## src/rtl/uart_rx_os16_pkg.sv

```systemverilog
// Shared constants for the 16x-oversampling UART receiver: state encoding,
// frame width and the mid-bit sample tick.
package uart_rx_os16_pkg;

    localparam int RX_DATA_BITS = 8;
    localparam int RX_SAMPLE_PT = 7;

    typedef enum logic [2:0] {
        RX_IDLE   = 3'd0,
        RX_START  = 3'd1,
        RX_DATA   = 3'd2,
        RX_PARITY = 3'd3,
        RX_STOP   = 3'd4
    } rx_state_e;

endpackage

```

## src/rtl/uart_rx_os16_if.sv

```systemverilog
// Host-side byte interface of the UART receiver. The receiver drives it
// (master), the host consumes it (slave). parity_err exists only with UART_RX_PARITY_EN.
interface uart_rx_os16_if #(
    parameter int DATA_BITS = uart_rx_os16_pkg::RX_DATA_BITS
);
    logic [DATA_BITS-1:0] rx_data;
    logic                 new_rx_data;
    logic                 frame_err;
    logic                 rx_busy;
`ifdef UART_RX_PARITY_EN
    logic                 parity_err;

    modport master (output rx_data, new_rx_data, frame_err, rx_busy, parity_err);
    modport slave  (input  rx_data, new_rx_data, frame_err, rx_busy, parity_err);
`else
    modport master (output rx_data, new_rx_data, frame_err, rx_busy);
    modport slave  (input  rx_data, new_rx_data, frame_err, rx_busy);
`endif
endinterface

```

## src/rtl/uart_rx_os16_sync_2ff.sv

```systemverilog
// Two-flop synchronizer for an asynchronous single-bit input, with a
// configurable reset value so an idle-high line does not look like an edge.
module sync_2ff #(
    parameter logic RST_VAL = 1'b0
) (
    input  logic clock,
    input  logic reset,
    input  logic d,
    output logic q
);
    logic meta_q, meta_d;
    logic sync_q, sync_d;

    always_comb begin
        meta_d = d;
        sync_d = meta_q;
    end

    always_ff @(posedge clock or posedge reset) begin
        if (reset) begin
            meta_q <= RST_VAL;
            sync_q <= RST_VAL;
        end else begin
            meta_q <= meta_d;
            sync_q <= sync_d;
        end
    end

    assign q = sync_q;
endmodule

```

## src/rtl/uart_rx_os16.sv

```systemverilog
// UART receiver, 8N1 (8E1 when UART_RX_PARITY_EN is defined), timed by a 16x
// baud clock enable. Samples mid-bit, assembles LSB-first, strobes the byte out.
module uart_rx_os16
    import uart_rx_os16_pkg::*;
#(
    parameter int DATA_BITS = RX_DATA_BITS,
    parameter int SAMPLE_PT = RX_SAMPLE_PT
) (
    input  logic            clock,
    input  logic            reset,
    input  logic            ce_16,
    input  logic            ser_in,
    uart_rx_os16_if.master  rx_if
);
    localparam logic [3:0] SAMPLE_TICK = 4'(SAMPLE_PT);
    localparam logic [3:0] LAST_TICK   = 4'd15;
    localparam logic [2:0] LAST_BIT    = 3'(DATA_BITS - 1);

    logic ser_s;

    sync_2ff #(.RST_VAL(1'b1)) u_sync (
        .clock (clock),
        .reset (reset),
        .d     (ser_in),
        .q     (ser_s)
    );

    rx_state_e            state_q, state_d;
    logic [3:0]           tick_cnt_q, tick_cnt_d;
    logic [2:0]           bit_cnt_q, bit_cnt_d;
    logic [DATA_BITS-1:0] shift_q, shift_d;
    logic                 ser_s_d_q, ser_s_d_d;
    logic [DATA_BITS-1:0] rx_data_q, rx_data_d;
    logic                 new_rx_data_q, new_rx_data_d;
    logic                 frame_err_q, frame_err_d;
    logic                 rx_busy_q, rx_busy_d;
`ifdef UART_RX_PARITY_EN
    logic                 par_bit_q, par_bit_d;
    logic                 parity_err_q, parity_err_d;
`endif

    always_comb begin
        state_d       = state_q;
        tick_cnt_d    = tick_cnt_q;
        bit_cnt_d     = bit_cnt_q;
        shift_d       = shift_q;
        ser_s_d_d     = ser_s_d_q;
        rx_data_d     = rx_data_q;
        new_rx_data_d = 1'b0;
        frame_err_d   = 1'b0;
`ifdef UART_RX_PARITY_EN
        par_bit_d     = par_bit_q;
        parity_err_d  = 1'b0;
`endif
        if (ce_16) begin
            ser_s_d_d  = ser_s;
            tick_cnt_d = tick_cnt_q + 4'd1;
            case (state_q)
                RX_IDLE: begin
                    tick_cnt_d = '0;
                    // Edge needs a high sample first, so a stuck-low line yields one frame only.
                    if (!ser_s && ser_s_d_q) state_d = RX_START;
                end
                RX_START: begin
                    if (tick_cnt_q == SAMPLE_TICK) begin
                        tick_cnt_d = '0;
                        bit_cnt_d  = '0;
                        state_d    = ser_s ? RX_IDLE : RX_DATA;
                    end
                end
                RX_DATA: begin
                    // tick_cnt restarted at the start-bit sample, so 15 lands one bit later.
                    if (tick_cnt_q == LAST_TICK) begin
                        shift_d   = {ser_s, shift_q[DATA_BITS-1:1]};
                        bit_cnt_d = bit_cnt_q + 3'd1;
                        if (bit_cnt_q == LAST_BIT) begin
`ifdef UART_RX_PARITY_EN
                            state_d = RX_PARITY;
`else
                            state_d = RX_STOP;
`endif
                        end
                    end
                end
`ifdef UART_RX_PARITY_EN
                RX_PARITY: begin
                    if (tick_cnt_q == LAST_TICK) begin
                        par_bit_d = ser_s;
                        state_d   = RX_STOP;
                    end
                end
`endif
                RX_STOP: begin
                    if (tick_cnt_q == LAST_TICK) begin
                        rx_data_d     = shift_q;
                        new_rx_data_d = 1'b1;
                        frame_err_d   = ~ser_s;
`ifdef UART_RX_PARITY_EN
                        parity_err_d  = (^shift_q) ^ par_bit_q;
`endif
                        state_d       = RX_IDLE;
                    end
                end
                default: state_d = RX_IDLE;
            endcase
        end
        rx_busy_d = (state_d != RX_IDLE);
    end

    always_ff @(posedge clock or posedge reset) begin
        if (reset) begin
            state_q       <= RX_IDLE;
            tick_cnt_q    <= '0;
            bit_cnt_q     <= '0;
            shift_q       <= '0;
            ser_s_d_q     <= 1'b1;
            rx_data_q     <= '0;
            new_rx_data_q <= 1'b0;
            frame_err_q   <= 1'b0;
            rx_busy_q     <= 1'b0;
`ifdef UART_RX_PARITY_EN
            par_bit_q     <= 1'b0;
            parity_err_q  <= 1'b0;
`endif
        end else begin
            state_q       <= state_d;
            tick_cnt_q    <= tick_cnt_d;
            bit_cnt_q     <= bit_cnt_d;
            shift_q       <= shift_d;
            ser_s_d_q     <= ser_s_d_d;
            rx_data_q     <= rx_data_d;
            new_rx_data_q <= new_rx_data_d;
            frame_err_q   <= frame_err_d;
            rx_busy_q     <= rx_busy_d;
`ifdef UART_RX_PARITY_EN
            par_bit_q     <= par_bit_d;
            parity_err_q  <= parity_err_d;
`endif
        end
    end

    assign rx_if.rx_data     = rx_data_q;
    assign rx_if.new_rx_data = new_rx_data_q;
    assign rx_if.frame_err   = frame_err_q;
    assign rx_if.rx_busy     = rx_busy_q;
`ifdef UART_RX_PARITY_EN
    assign rx_if.parity_err  = parity_err_q;
`endif
endmodule

```

## src/flat_wrapper.sv

```systemverilog
// flat-port wrapper written by rule: the top's interface ports become plain ports
module uart_rx_os16_flat import uart_rx_os16_pkg::*;
#(
    parameter int DATA_BITS = RX_DATA_BITS,
    parameter int SAMPLE_PT = RX_SAMPLE_PT
)
  (clock, reset, ce_16, ser_in, rx_if_rx_data, rx_if_new_rx_data, rx_if_frame_err, rx_if_rx_busy);
  uart_rx_os16_if #(.DATA_BITS(DATA_BITS)) rx_if_i ();
  input  logic clock;
  input  logic reset;
  input  logic ce_16;
  input  logic ser_in;
  output wire logic [$bits(rx_if_i.rx_data)-1:0] rx_if_rx_data;
  output wire logic [$bits(rx_if_i.new_rx_data)-1:0] rx_if_new_rx_data;
  output wire logic [$bits(rx_if_i.frame_err)-1:0] rx_if_frame_err;
  output wire logic [$bits(rx_if_i.rx_busy)-1:0] rx_if_rx_busy;
  assign rx_if_rx_data = rx_if_i.rx_data;
  assign rx_if_new_rx_data = rx_if_i.new_rx_data;
  assign rx_if_frame_err = rx_if_i.frame_err;
  assign rx_if_rx_busy = rx_if_i.rx_busy;
  uart_rx_os16 #(.DATA_BITS(DATA_BITS), .SAMPLE_PT(SAMPLE_PT)) u_core (.clock(clock), .reset(reset), .ce_16(ce_16), .ser_in(ser_in), .rx_if(rx_if_i));
endmodule
```

## config.mk

```make
export PLATFORM = sky130hd
export DESIGN_NAME = uart_rx_os16_flat
export DESIGN_NICKNAME = d
export VERILOG_FILES = /design/src/rtl/uart_rx_os16_pkg.sv /design/src/rtl/uart_rx_os16_if.sv /design/src/rtl/uart_rx_os16_sync_2ff.sv /design/src/rtl/uart_rx_os16.sv /design/src/flat_wrapper.sv
export SDC_FILE = /design/constraint.sdc
export NUM_CORES = 1
export LEC_CHECK = 0
export CORE_ASPECT_RATIO = 1.4
export CORE_MARGIN = 1
export CORE_UTILIZATION = 50
export CTS_CLUSTER_SIZE = 40
export DETAILED_ROUTE_END_ITERATION = 7
export DONT_BUFFER_PORTS = 1
export PLACE_DENSITY = 0.62
export SYNTH_ARGS = -nofsm -noshare
export SYNTH_HDL_FRONTEND = slang
export SYNTH_SLANG_ARGS = --single-unit
```

## constraint.sdc

```tcl
create_clock -name clock -period 1.83 [get_ports clock]
set_input_delay 0.183 -clock clock [delete_from_list [all_inputs] [get_ports clock]]
set_output_delay 0.183 -clock clock [all_outputs]
set_load 0.005 [all_outputs]
```

==> impl_results.md, run 1 <==
- Synth cell types: 37
- Post-synth net total: 108
- Port buffer count: 0
- CP Max Fanout: 11
- First-pass GRT wire length: 3.829 mm
- Rows: 22
- Number of synthesized flops with an enable pin: 0
- Hold WC Path Type: input pin to register
- Clock latency on the worst-skew pair: 0.33 ns
- Met1 usage: 21.89%
- # setup viols final: 0
- Leak: 0.7435 nW
- Crit path DAT: 1.93 ns
- Worst hold slack: 0.02989 ns
- Placed wire-length estimate: 1.532 mm
- Seq cells post-synth: 32
- Hold buffer count at cts: 3
- Nature of the critical path endpoint: register
- WHS Endpoint: u_core.tick_cnt_q[0]$_DFFE_PP0P_
- Pwr dens: 1014 nW/um2
- Post-Syn Instances: 101
- Worst Setup Start Kind: register
- Grt ovf: 0
- Synth Area in XOR/XNOR: 1.253%
- Least-Margin Pin Slew: 0.3687 ns
- Yosys warnings: 0
- Final nets: 117
- Worst Hold Launch: ce_16
- Drt initial violations: 25
- Via count: 798
- Final Max Tran Viols: 0
- Sw Share: 30.73%
- H-Tree Depth: 2
- Mux cell area share after synthesis: 17.10%
- Commonest non-fill, non-tap cell in the layout: dfrtp_1
- Initial antenna violation count: 0
- Reg2Reg Depth: 5
- Post_cts resized: 0
- Drt total wl: 2.259 mm
- Worst R2R End: u_core.shift_q[7]$_DFFE_PP0P_
- Logic pwr share: 17.2%
- Fraction of the cycle the final worst path needs: 92.98%
- Final Hold Fails: 0
- Most frequent cells in the layout: dfrtp_1, mux2_2, mux2_4
- Clock share of power: 25.5%
- Max_cap viols: 0
- Int Power: 0.001064 W
- Grt peak-use layer: met2
- Routed Antenna Nets: 0
- Vias in the first global route: 803
- Slew headroom: 75.16%
- Most used DFF post-synth: dfrtp_1
- Worst vdd ir: 514.0 uV
- Met2 Use GR: 27.95%
- Fraction of layout cells with a size suffix above 1: 32.43%
- # clock sinks: 32
- I/O Pins: 15
- Area growth, synth to finish: 8.326%
- DR DRC count: 0
- Root Buffer: clkbuf_4
- Die Wd: 46.68 um
- Power share of the sequential group: 57.3%
- Setup Skew: 0.01025 ns
- Clock-pin transition on the worst setup and hold timing paths: 0.10 ns
- R2R setup slack: 0.13 ns
- Min cycle time layout: 1.702 ns
- Placeable Area: 2643 um2
- Wire length per cell: 15.37 um
- Ys async rst share: 100.0%
- Largest net degree at the start of global routing: 25
- Seq/Total Area, Yosys: 57.56%
- Setup TNS Final: 0 ns
- Drt first pass iters: 4
- Adder-Cell Fraction of Synth Area: 2.686%
- Initial Utilization: 52.89%
- Avg Vias per Cell: 5.429
- Setup Buffers After CTS: 0
- ANT cells: 0
- CTS tree: built
- Synthesized area: 1398 um2
- Synth Area in Simple Gates: 10.92%
- Die area: 3013 um2
- NetSw: 0.0004719 W
- Post-Syn Area per Cell: 13.84 um2
- Worst EP required: 2.06 ns
- Min-Delay Path Depth: 2
- Max Clk Rate: 587.7 MHz
- Outcome: finished clean
- GRT Util Overall: 18.51%
- Die span in y: 64.56 um
- RR Startpoint: u_core.tick_cnt_q[0]$_DFFE_PP0P_
- CTS Buffer Depth: 2
- CP Class: register to register
- Grt met3 use: 7.521%
- Synth Area in Compound Gates: 6.177%
- CTS Buf Count: 5
- Gpl congestion: 0.8346
- Largest family of logic cells by synthesized area: multiplexers
- RSZ-0062 raised after global routing: no
==> synth_stat cells, types with 2 or more instances <==
cell type / number / area (um2)
nor2b_1: 3 / 18.77
nand4_1: 2 / 12.51
dfrtp_1: 29 / 725.7
nor2_1: 6 / 22.52
a22o_1: 2 / 17.52
o21ai_0: 2 / 10.01
inv_1: 6 / 22.52
mux2_2: 11 / 123.9
dfstp_2: 3 / 78.83
nand2_1: 2 / 7.510
ha_1: 3 / 37.54
mux2_4: 7 / 105.1
==> kinds of logic (layout without fill, tap and decap cells) <==
kind of cell               after synthesis  in the layout
AOI/OAI and AO/OA                       11             11
DFF                                     32             32
muxes                                   19             19
xor gates and xnor gates                 2              2
adders and majority gates                3              3
and+or+nand+nor                         24             24
buffers and inverters                   10             20
==> metrics by stage <==
stage / setup WS (ns) / instances / utilization, % / instance area [um2] / total power [W]
after global routing: 0.07445 / 147 / 57.29 / 1514 / 0.001654
after detailed placement: 0.1226 / 136 / 54.02 / 1428 / 0.001157
final: 0.1285 / 147 / 57.29 / 1514 / 0.001536
after global placement: 0.1634 / 136 / 54.02 / 1428 / 0.001141
after CTS: 0.1144 / 147 / 57.29 / 1514 / 0.001562
after floorplan: 0.1534 / 101 / - / 1398 / 0.001095
==> critical path, cell delays in order (launching register included) <==
cell     delay [ns]
dfrtp_1        0.39
ha_1           0.18
and3_4         0.22
nor3b_2        0.18
and2_4         0.28
mux2_2         0.35
==> worst max-delay path by stage <==
| stage | cells past startpoint | start | end | slack, ns |
|---|---|---|---|---|
| 6_report | 5 | u_core.tick_cnt_q[0]$_DFFE_PP0P_ | u_core.shift_q[7]$_DFFE_PP0P_ | 0.13 |
| 5_1_grt | 5 | u_core.tick_cnt_q[0]$_DFFE_PP0P_ | u_core.shift_q[7]$_DFFE_PP0P_ | 0.07 |
| 4_1_cts | 5 | u_core.tick_cnt_q[0]$_DFFE_PP0P_ | u_core.shift_q[7]$_DFFE_PP0P_ | 0.11 |
| 3_5_place_dp | 5 | u_core.tick_cnt_q[0]$_DFFE_PP0P_ | u_core.shift_q[7]$_DFFE_PP0P_ | 0.12 |
| 3_3_place_gp | 5 | u_core.tick_cnt_q[0]$_DFFE_PP0P_ | u_core.shift_q[7]$_DFFE_PP0P_ | 0.16 |
| 2_1_floorplan | 6 | u_core.tick_cnt_q[0]$_DFFE_PP0P_ | u_core.shift_q[0]$_DFFE_PP0P_ | 0.15 |
==> routing by layer <==
metal,vias up,routed length [um]
met4,0,54
li1,378,-
met2,18,1156
met3,5,116
met5,-,0
met1,397,932
==> power groups by stage <==
stage | logic, W | registers (W) | clock network, W
6_report | 0.000264 | 0.000880 | 0.000391
5_1_grt | 0.000309 | 0.000895 | 0.000449
4_1_cts | 0.000269 | 0.000881 | 0.000412
3_5_place_dp | 0.000262 | 0.000896 | 0
3_3_place_gp | 0.000254 | 0.000887 | 0
2_1_floorplan | 0.000246 | 0.000849 | 0
==> registers in the layout, indices dropped and copies added (netlist names), 3 cells and up <==
| name | cells |
|---|---|
| u_core.rx_if.rx_data | 8 |
| u_core.shift_q | 8 |
| u_core.tick_cnt_q | 4 |
| u_core.bit_cnt_q | 3 |
| u_core.state_q | 3 |
==> layout make-up <==
cell class / count / area (um2)
inverter: 6 / 22.52
clock inverter: 3 / 18.77
multi-input combinational: 59 / 533.0
clock buffer: 5 / 37.54
fill: 227 / 1129
timing repair buffer: 6 / 52.55
tap: 36 / 45.04
sequential: 32 / 804.5
(Power assumes the default switching activity.)
==> run 2: changes to the inputs <==
--- a/config.mk
+++ b/config.mk
@@ -5,6 +5,7 @@
 export SDC_FILE = /design/constraint.sdc
 export NUM_CORES = 1
 export LEC_CHECK = 0
+export ABC_AREA = 1
 export CORE_ASPECT_RATIO = 1.4
 export CORE_MARGIN = 1
 export CORE_UTILIZATION = 50
==> impl_results.md, run 2 <==
- Die Wd: 48.33 um (was 46.68 um)
- Setup TNS Final: 0 ns (unchanged)
- Port buffer count: 0 (unchanged)
- Root Buffer: clkbuf_8 (was clkbuf_4)
- Drt initial violations: 19 (was 25)
- Synth cell types: 25 (was 37)
- Seq cells post-synth: 32 (unchanged)
- Util after Layout: 58.01% (was 57.29%)
- CP Max Fanout: 5 (was 11)
- Placeable Area: 2849 um2 (was 2643 um2)
- CTS tree: built (unchanged)
- H-Tree Depth: 2 (unchanged)
- Synth top area share: 48.29% (was 51.92%)
- ANT cells: 0 (unchanged)
- Largest net degree at the start of global routing: 33 (was 25)
- Slowest stage delay, CP: 0.37 ns (was 0.39 ns)
- Most frequent cells in the layout: nand2_1, dfrtp_1, inv_1 (was dfrtp_1, mux2_2, mux2_4)
- Routed Antenna Nets: 0 (unchanged)
- RSZ-0062 raised after global routing: no (unchanged)
- Post-Syn Instances: 156 (was 101)
- Worst vdd ir: 644.7 uV (was 514.0 uV)
- Drt total wl: 2.484 mm (was 2.259 mm)
- Hold WC Path Type: input pin to register (unchanged)
- Crit path DAT: 1.59 ns (was 1.93 ns)
- Worst R2R End: u_core.rx_if.rx_busy$_DFF_PP0_ (was u_core.shift_q[7]$_DFFE_PP0P_)
- R2R setup slack: 0.40 ns (was 0.13 ns)
- GRT Util Overall: 18.88% (was 18.51%)
- Rows: 23 (was 22)
- Ys async rst share: 100.0% (unchanged)
- Max_cap viols: 0 (unchanged)
- Final Hold Fails: 0 (unchanged)
- Post-Syn Area per Cell: 9.633 um2 (was 13.84 um2)
- Reg2Reg Depth: 6 (was 5)
- Slew headroom: 73.11% (was 75.16%)
- Synth Area in Compound Gates: 12.99% (was 6.177%)
- Synth Area in XOR/XNOR: 0.5828% (was 1.253%)
- I/O Pins: 15 (unchanged)
- Min cycle time layout: 1.431 ns (was 1.702 ns)
- WHS Endpoint: u_core.state_q[2]$_DFF_PP0_ (was u_core.tick_cnt_q[0]$_DFFE_PP0P_)
- Clock latency on the worst-skew pair: 0.28 ns (was 0.33 ns)
- Adder-Cell Fraction of Synth Area: 2.498% (was 2.686%)
- Final nets: 171 (was 117)
- Most frequent cell after synthesis: nand2_1 (was dfrtp_1)
- Synth cell count leaders: nand2_1, dfrtp_1, inv_1 (was dfrtp_1, mux2_2, mux2_4)
- # clock sinks: 32 (unchanged)
- Commonest non-fill, non-tap cell in the layout: nand2_1 (was dfrtp_1)
- Initial antenna violation count: 0 (unchanged)
- Synth Area in Simple Gates: 22.90% (was 10.92%)
- Worst Setup Start Kind: register (unchanged)
- Outcome: finished clean (unchanged)
- Drt first pass iters: 4 (unchanged)
- DR DRC count: 0 (unchanged)
- Synthesized area: 1503 um2 (was 1398 um2)
- Area growth, synth to finish: 9.992% (was 8.326%)
- Post_cts resized: 0 (unchanged)
- Post-synth net total: 163 (was 108)
- Vias in the first global route: 1054 (was 803)
- Placed cell areas: 1530 um2 (was 1428 um2)
- Yosys warnings: 0 (unchanged)
- Pwr dens: 910.3 nW/um2 (was 1014 nW/um2)
- Final Max Tran Viols: 0 (unchanged)
- CP cell instances: ha_1, nand3_1, nand2_1, nand2_1, a21oi_1, nand3_1 (was ha_1, and3_4, nor3b_2, and2_4, mux2_2)
- Setup Skew: 0.003048 ns (was 0.01025 ns)
- RR Startpoint: u_core.tick_cnt_q[0]$_DFFE_PP0P_ (unchanged)
- Most used DFF post-synth: dfrtp_1 (unchanged)
- CTS Buffer Depth: 2 (unchanged)
- First-pass GRT wire length: 4.526 mm (was 3.829 mm)
- Least-Margin Pin Slew: 0.4034 ns (was 0.3687 ns)
- CTS Buf Count: 5 (unchanged)
- Clock-pin transition on the worst setup and hold timing paths: 0.06 ns (was 0.10 ns)
- Via count: 1022 (was 798)
- Worst Hold Launch: ce_16 (unchanged)
- Max Clk Rate: 698.9 MHz (was 587.7 MHz)
- Top cells by area, synth: dfrtp_1, nand2_1, o21ai_2, dfstp_2, inv_1 (was dfrtp_1, mux2_2, mux2_4, dfstp_2, ha_1)
- Gpl congestion: 0.8242 (was 0.8346)
- Leak: 0.8334 nW (was 0.7435 nW)
- Worst EP required: 1.99 ns (was 2.06 ns)
- Grt ovf: 0 (unchanged)
- Nature of the critical path endpoint: register (unchanged)
- CP max stage cell: dfrtp_1 (unchanged)
- Design area: 1653 um2 (was 1514 um2)
- Die span in y: 66.87 um (was 64.56 um)
- Wire length per cell: 12.30 um (was 15.37 um)
- Die area: 3232 um2 (was 3013 um2)
- Area leader, netlist: dfrtp_1 (unchanged)
- Initial Utilization: 52.74% (was 52.89%)
- Fraction of the cycle the final worst path needs: 78.18% (was 92.98%)
- Mux cell area share after synthesis: 0% (was 17.10%)
- Fraction of layout cells with a size suffix above 1: 26.67% (was 32.43%)
- # setup viols final: 0 (unchanged)
- Number of synthesized flops with an enable pin: 0 (unchanged)
- Seq/Total Area, Yosys: 53.54% (was 57.56%)
- Min-Delay Path Depth: 2 (unchanged)
- Avg Vias per Cell: 5.059 (was 5.429)
- Placed wire-length estimate: 1.751 mm (was 1.532 mm)
- CP Class: register to register (unchanged)
- Largest family of logic cells by synthesized area: simple AND/OR/NAND/NOR gates (was multiplexers)
## run 2: worst max-delay path, delay by kind of cell (launching register included)
kind | cells | cell delay [ns]
AND/OR/NAND/NOR | 4 | 0.45
adder cells (fa/ha/maj) | 1 | 0.30
flip-flops | 1 | 0.37
AO/OA/AOI/OAI | 1 | 0.19
## run 2: cell families after synthesis
family / after synthesis
xor+xnor: 1
simple gates: 67
buf+inv: 26
flops: 32
compound gates: 27
fa+ha+maj: 3
## run 2: area by class of cell
type | count | area, um2
repair buffers | 4 | 37.54
clock inverters | 2 | 10.01
inverters | 23 | 86.33
well taps | 37 | 46.29
multi-input cells | 98 | 585.6
flip-flops and latches | 32 | 804.5
fillers | 262 | 1196
clock buffers | 6 | 82.58
## run 2: layer usage
metal | track usage (%) | vias up | part of all wire [%]
li1 | - | 507 | -
met1 | 20.70 | 494 | 43
met2 | 33.27 | 15 | 51
met3 | 5.251 | 6 | 3.5
met4 | 9.926 | 0 | 2.3
met5 | 0 | - | 0
## run 2: worst max path at each step
stage	startpoint	cells after the start	endpoint
2_1_floorplan	u_core.tick_cnt_q[0]$_DFFE_PP0P_	7	u_core.rx_if.rx_data[7]$_DFFE_PP0P_
3_3_place_gp	u_core.tick_cnt_q[0]$_DFFE_PP0P_	7	u_core.rx_if.rx_data[0]$_DFFE_PP0P_
3_5_place_dp	u_core.tick_cnt_q[0]$_DFFE_PP0P_	7	u_core.rx_if.rx_data[0]$_DFFE_PP0P_
4_1_cts	u_core.tick_cnt_q[0]$_DFFE_PP0P_	6	u_core.bit_cnt_q[1]$_DFFE_PP0P_
5_1_grt	u_core.tick_cnt_q[0]$_DFFE_PP0P_	6	u_core.rx_if.rx_busy$_DFF_PP0_
6_report	u_core.tick_cnt_q[0]$_DFFE_PP0P_	6	u_core.rx_if.rx_busy$_DFF_PP0_
## run 2: power by group
part	total [W]	internal, W	switching, W
clock network	0.000549	0.000299	0.000250
logic	0.000169	0.0000574	0.000112
registers	0.000786	0.000753	0.0000331
total	0.00150	0.00111	0.000395
## run 2: what timing repair did
item                      in CTS  in global routing
hold endpoints to repair      32                  0
hold buffers                   3                  0
buffers inserted               0                  0
## run 2: through the flow
stage | std cells | hold slack, ns | power [W] | worst slack, ns
2_1_floorplan | 156 | 0.1875 | 0.0009254 | 0.5368
3_3_place_gp | 191 | 0.1762 | 0.0009530 | 0.4515
3_5_place_dp | 191 | 0.1823 | 0.0009651 | 0.4150
4_1_cts | 202 | 0.03196 | 0.001528 | 0.4033
5_1_grt | 202 | 0.05315 | 0.001589 | 0.2528
6_report | 202 | 0.03772 | 0.001505 | 0.3993
==> run 3: changes to the inputs <==
--- a/config.mk
+++ b/config.mk
@@ -5,7 +5,7 @@
 export SDC_FILE = /design/constraint.sdc
 export NUM_CORES = 1
 export LEC_CHECK = 0
-export ABC_AREA = 1
+export ABC_AREA = 0
 export CORE_ASPECT_RATIO = 1.4
 export CORE_MARGIN = 1
 export CORE_UTILIZATION = 50
==> constraint.sdc (replaced) <==
create_clock -name clock -period 1.5 [get_ports clock]
set_input_delay 0.15 -clock clock [delete_from_list [all_inputs] [get_ports clock]]
set_output_delay 0.15 -clock clock [all_outputs]
set_load 0.005 [all_outputs]
==> impl_results.md, run 3 (synthesized netlist as in run 1, its figures left out) <==
- Slowest stage delay, CP: 0.37 ns (about the same)
- R2R setup slack: -0.1 ns (was 0.40 ns)
- Commonest non-fill, non-tap cell in the layout: dfrtp_1 (was nand2_1)
- Min-Delay Path Depth: 3 (was 2)
- CP cell instances: ha_2, and3_4, nor3b_4, and2_4, mux2_4 (was ha_1, nand3_1, nand2_1, nand2_1, a21oi_1, nand3_1)
- GRT Util Overall: 19.99% (was 18.88%)
- Pwr dens: 1190 nW/um2 (was 910.3 nW/um2)
- Fraction of layout cells with a size suffix above 1: 41.27% (was 26.67%)
- Drt initial violations: 13 (was 19)
- Power share of the sequential group: 51.1% (was 52.2%)
- Int Power: 0.001431 W (was 0.001110 W)
- Violated checks: setup timing
- DR DRC count: 0 (unchanged)
- Crit-path leading delay family: simple AND/OR/NAND/NOR gates (unchanged)
- Clock latency on the worst-skew pair: 0.33 ns (was 0.28 ns)
- Reg2Reg Depth: 5 (was 6)
- ANT cells: 0 (unchanged)
- I/O Pins: 15 (unchanged)
- Worst vdd ir: 908.2 uV (was 644.7 uV)
- H-Tree Depth: 2 (unchanged)
- Wire length per cell: 15.65 um (was 12.30 um)
- Drt total wl: 2.535 mm (was 2.484 mm)
- Min cycle time layout: 1.599 ns (was 1.431 ns)
- CTS tree: built (unchanged)
- Max_cap viols: 0 (unchanged)
- Most frequent cells in the layout: dfrtp_1, mux2_4, buf_4 (was nand2_1, dfrtp_1, inv_1)
- Die Wd: 46.68 um (was 48.33 um)
- Final nets: 132 (was 171)
- # setup viols final: 19 (was 0)
- Placed wire-length estimate: 1.631 mm (was 1.751 mm)
- Worst Path Buf+Inv: 0 (unchanged)
- Grt ovf: 0 (unchanged)
- CP max stage cell: dfrtp_1 (unchanged)
- Rows: 22 (was 23)
- Clock share of power: 22.4% (was 36.5%)
- Slack of the critical path: -0.09859 ns (was 0.3993 ns)
- Die area: 3013 um2 (was 3232 um2)
- Sequential Area: 805.8 um2 (was 804.5 um2)
- Die span in y: 64.56 um (was 66.87 um)
- Hold WC Path Type: input pin to register (unchanged)
- Initial Utilization: 52.89% (was 52.74%)
- CTS Buffer Depth: 2 (unchanged)
- Worst hold slack: 0.06036 ns (was 0.03772 ns)
- Fraction of the cycle the final worst path needs: 106.6% (was 78.18%)
- Least-Margin Pin Slew: 0.5682 ns (was 0.4034 ns)
- Worst Setup Start Kind: register (unchanged)
- Sw Share: 29.98% (was 26.25%)
- Power, Total: 0.002043 W (was 0.001505 W)
- Placed cell areas: 1523 um2 (was 1530 um2)
- Largest net degree at the start of global routing: 21 (was 33)
- RR Startpoint: u_core.tick_cnt_q[1]$_DFFE_PP0P_ (was u_core.tick_cnt_q[0]$_DFFE_PP0P_)
- Root Buffer: clkbuf_4 (was clkbuf_8)
- WHS Endpoint: u_core.tick_cnt_q[3]$_DFFE_PP0P_ (was u_core.state_q[2]$_DFF_PP0_)
- Logic pwr share: 26.5% (was 11.3%)
- Via count: 881 (was 1022)
- Setup TNS Final: -1.032 ns (was 0 ns)
- CTS Buf Count: 5 (unchanged)
- Util after Layout: 64.96% (was 58.01%)
- Avg Vias per Cell: 5.438 (was 5.059)
- Final Hold Fails: 0 (unchanged)
- CP Max Fanout: 5 (unchanged)
- Placeable Area: 2643 um2 (was 2849 um2)
- Design area: 1717 um2 (was 1653 um2)
- Leak: 0.8630 nW (was 0.8334 nW)
- Slew headroom: 62.08% (was 73.11%)
- Vias in the first global route: 955 (was 1054)
- Routed Antenna Nets: 0 (unchanged)
- Area of the multi-input gates: 610.6 um2 (was 585.6 um2)
- Area growth, synth to finish: 22.83% (was 9.992%)
- # clock sinks: 32 (unchanged)
- Max Clk Rate: 625.6 MHz (was 698.9 MHz)
- Gpl congestion: 0.7802 (was 0.8242)
- RSZ-0062 raised after global routing: yes (was no)
- Initial antenna violation count: 0 (unchanged)
- Drt first pass iters: 4 (unchanged)
- Fill count: 214 (was 262)
- Crit path DAT: 1.81 ns (was 1.59 ns)
- Worst EP required: 1.71 ns (was 1.99 ns)
- NetSw: 0.0006126 W (was 0.0003950 W)
- Setup Skew: 0.01044 ns (was 0.003048 ns)
- Worst R2R End: u_core.shift_q[4]$_DFFE_PP0P_ (was u_core.rx_if.rx_busy$_DFF_PP0_)
- Final Max Tran Viols: 0 (unchanged)
- CP Class: register to register (unchanged)
- Port buffer count: 0 (unchanged)
- Worst Hold Launch: ce_16 (unchanged)
- Nature of the critical path endpoint: register (unchanged)
- Outcome: finished with violations (was finished clean)
- First-pass GRT wire length: 4.160 mm (was 4.526 mm)
- Clock-pin transition on the worst setup and hold timing paths: 0.09 ns (was 0.06 ns)
-- run 3: power by group through the flow --
stage               combinational [W]  clock, W  sequential (W)
floorplan                    0.000303         0         0.00104
global placement             0.000463         0         0.00105
detailed placement           0.000472         0         0.00105
CTS                          0.000504  0.000486         0.00104
global route                 0.000597  0.000525         0.00106
finish                       0.000541  0.000458         0.00104
-- run 3: what timing repair did --
action,CTS,global route
pin swaps,4,5
setup endpoints to repair,17,24
resized for setup,13,3
buffers inserted,2,3
cloned,1,0
hold endpoints to repair,18,0
hold buffers,3,0
-- run 3: worst max-delay path by stage --
stage | from | to | cells past startpoint
2_1_floorplan | u_core.tick_cnt_q[0]$_DFFE_PP0P_ | u_core.shift_q[0]$_DFFE_PP0P_ | 6
3_3_place_gp | u_core.tick_cnt_q[1]$_DFFE_PP0P_ | u_core.shift_q[7]$_DFFE_PP0P_ | 5
3_5_place_dp | u_core.tick_cnt_q[0]$_DFFE_PP0P_ | u_core.shift_q[7]$_DFFE_PP0P_ | 5
4_1_cts | u_core.tick_cnt_q[0]$_DFFE_PP0P_ | u_core.shift_q[4]$_DFFE_PP0P_ | 5
5_1_grt | u_core.tick_cnt_q[1]$_DFFE_PP0P_ | u_core.shift_q[4]$_DFFE_PP0P_ | 5
6_report | u_core.tick_cnt_q[1]$_DFFE_PP0P_ | u_core.shift_q[4]$_DFFE_PP0P_ | 5
-- run 3: area by class of cell --
cell class                      count  share of cell area [%]
Clock inverter                      1                  0.2915
Multi-Input combinational cell     60                   35.57
Sequential cell                    32                   46.94
Inverter                            6                   1.312
Timing Repair Buffer               20                   10.64
Clock buffer                        7                   2.624
Tap cell                           36                   2.624
-- run 3: per-layer routing --
layer	GRT usage [%]	share of wire, %	up-vias
met4	8.571	2.2	0
met3	6.964	3.4	5
li1	-	-	407
met5	0	0	-
met1	23.13	41	454
met2	32.29	53	15
-- run 3: metrics by stage --
step / setup WS [ns] / instances
after CTS: -0.1095 / 159
after detailed placement: -0.1625 / 145
after global placement: -0.1091 / 145
final: -0.09859 / 162
after global routing: -0.1732 / 162
after floorplan: -0.1397 / 101
-- run 3: worst reg2reg max path, stage by stage (launching register included) --
cell and delay [ns]:
dfrtp_1 0.37, ha_2 0.18, and3_4 0.18, nor3b_4 0.21
and2_4 0.23, mux2_4 0.31
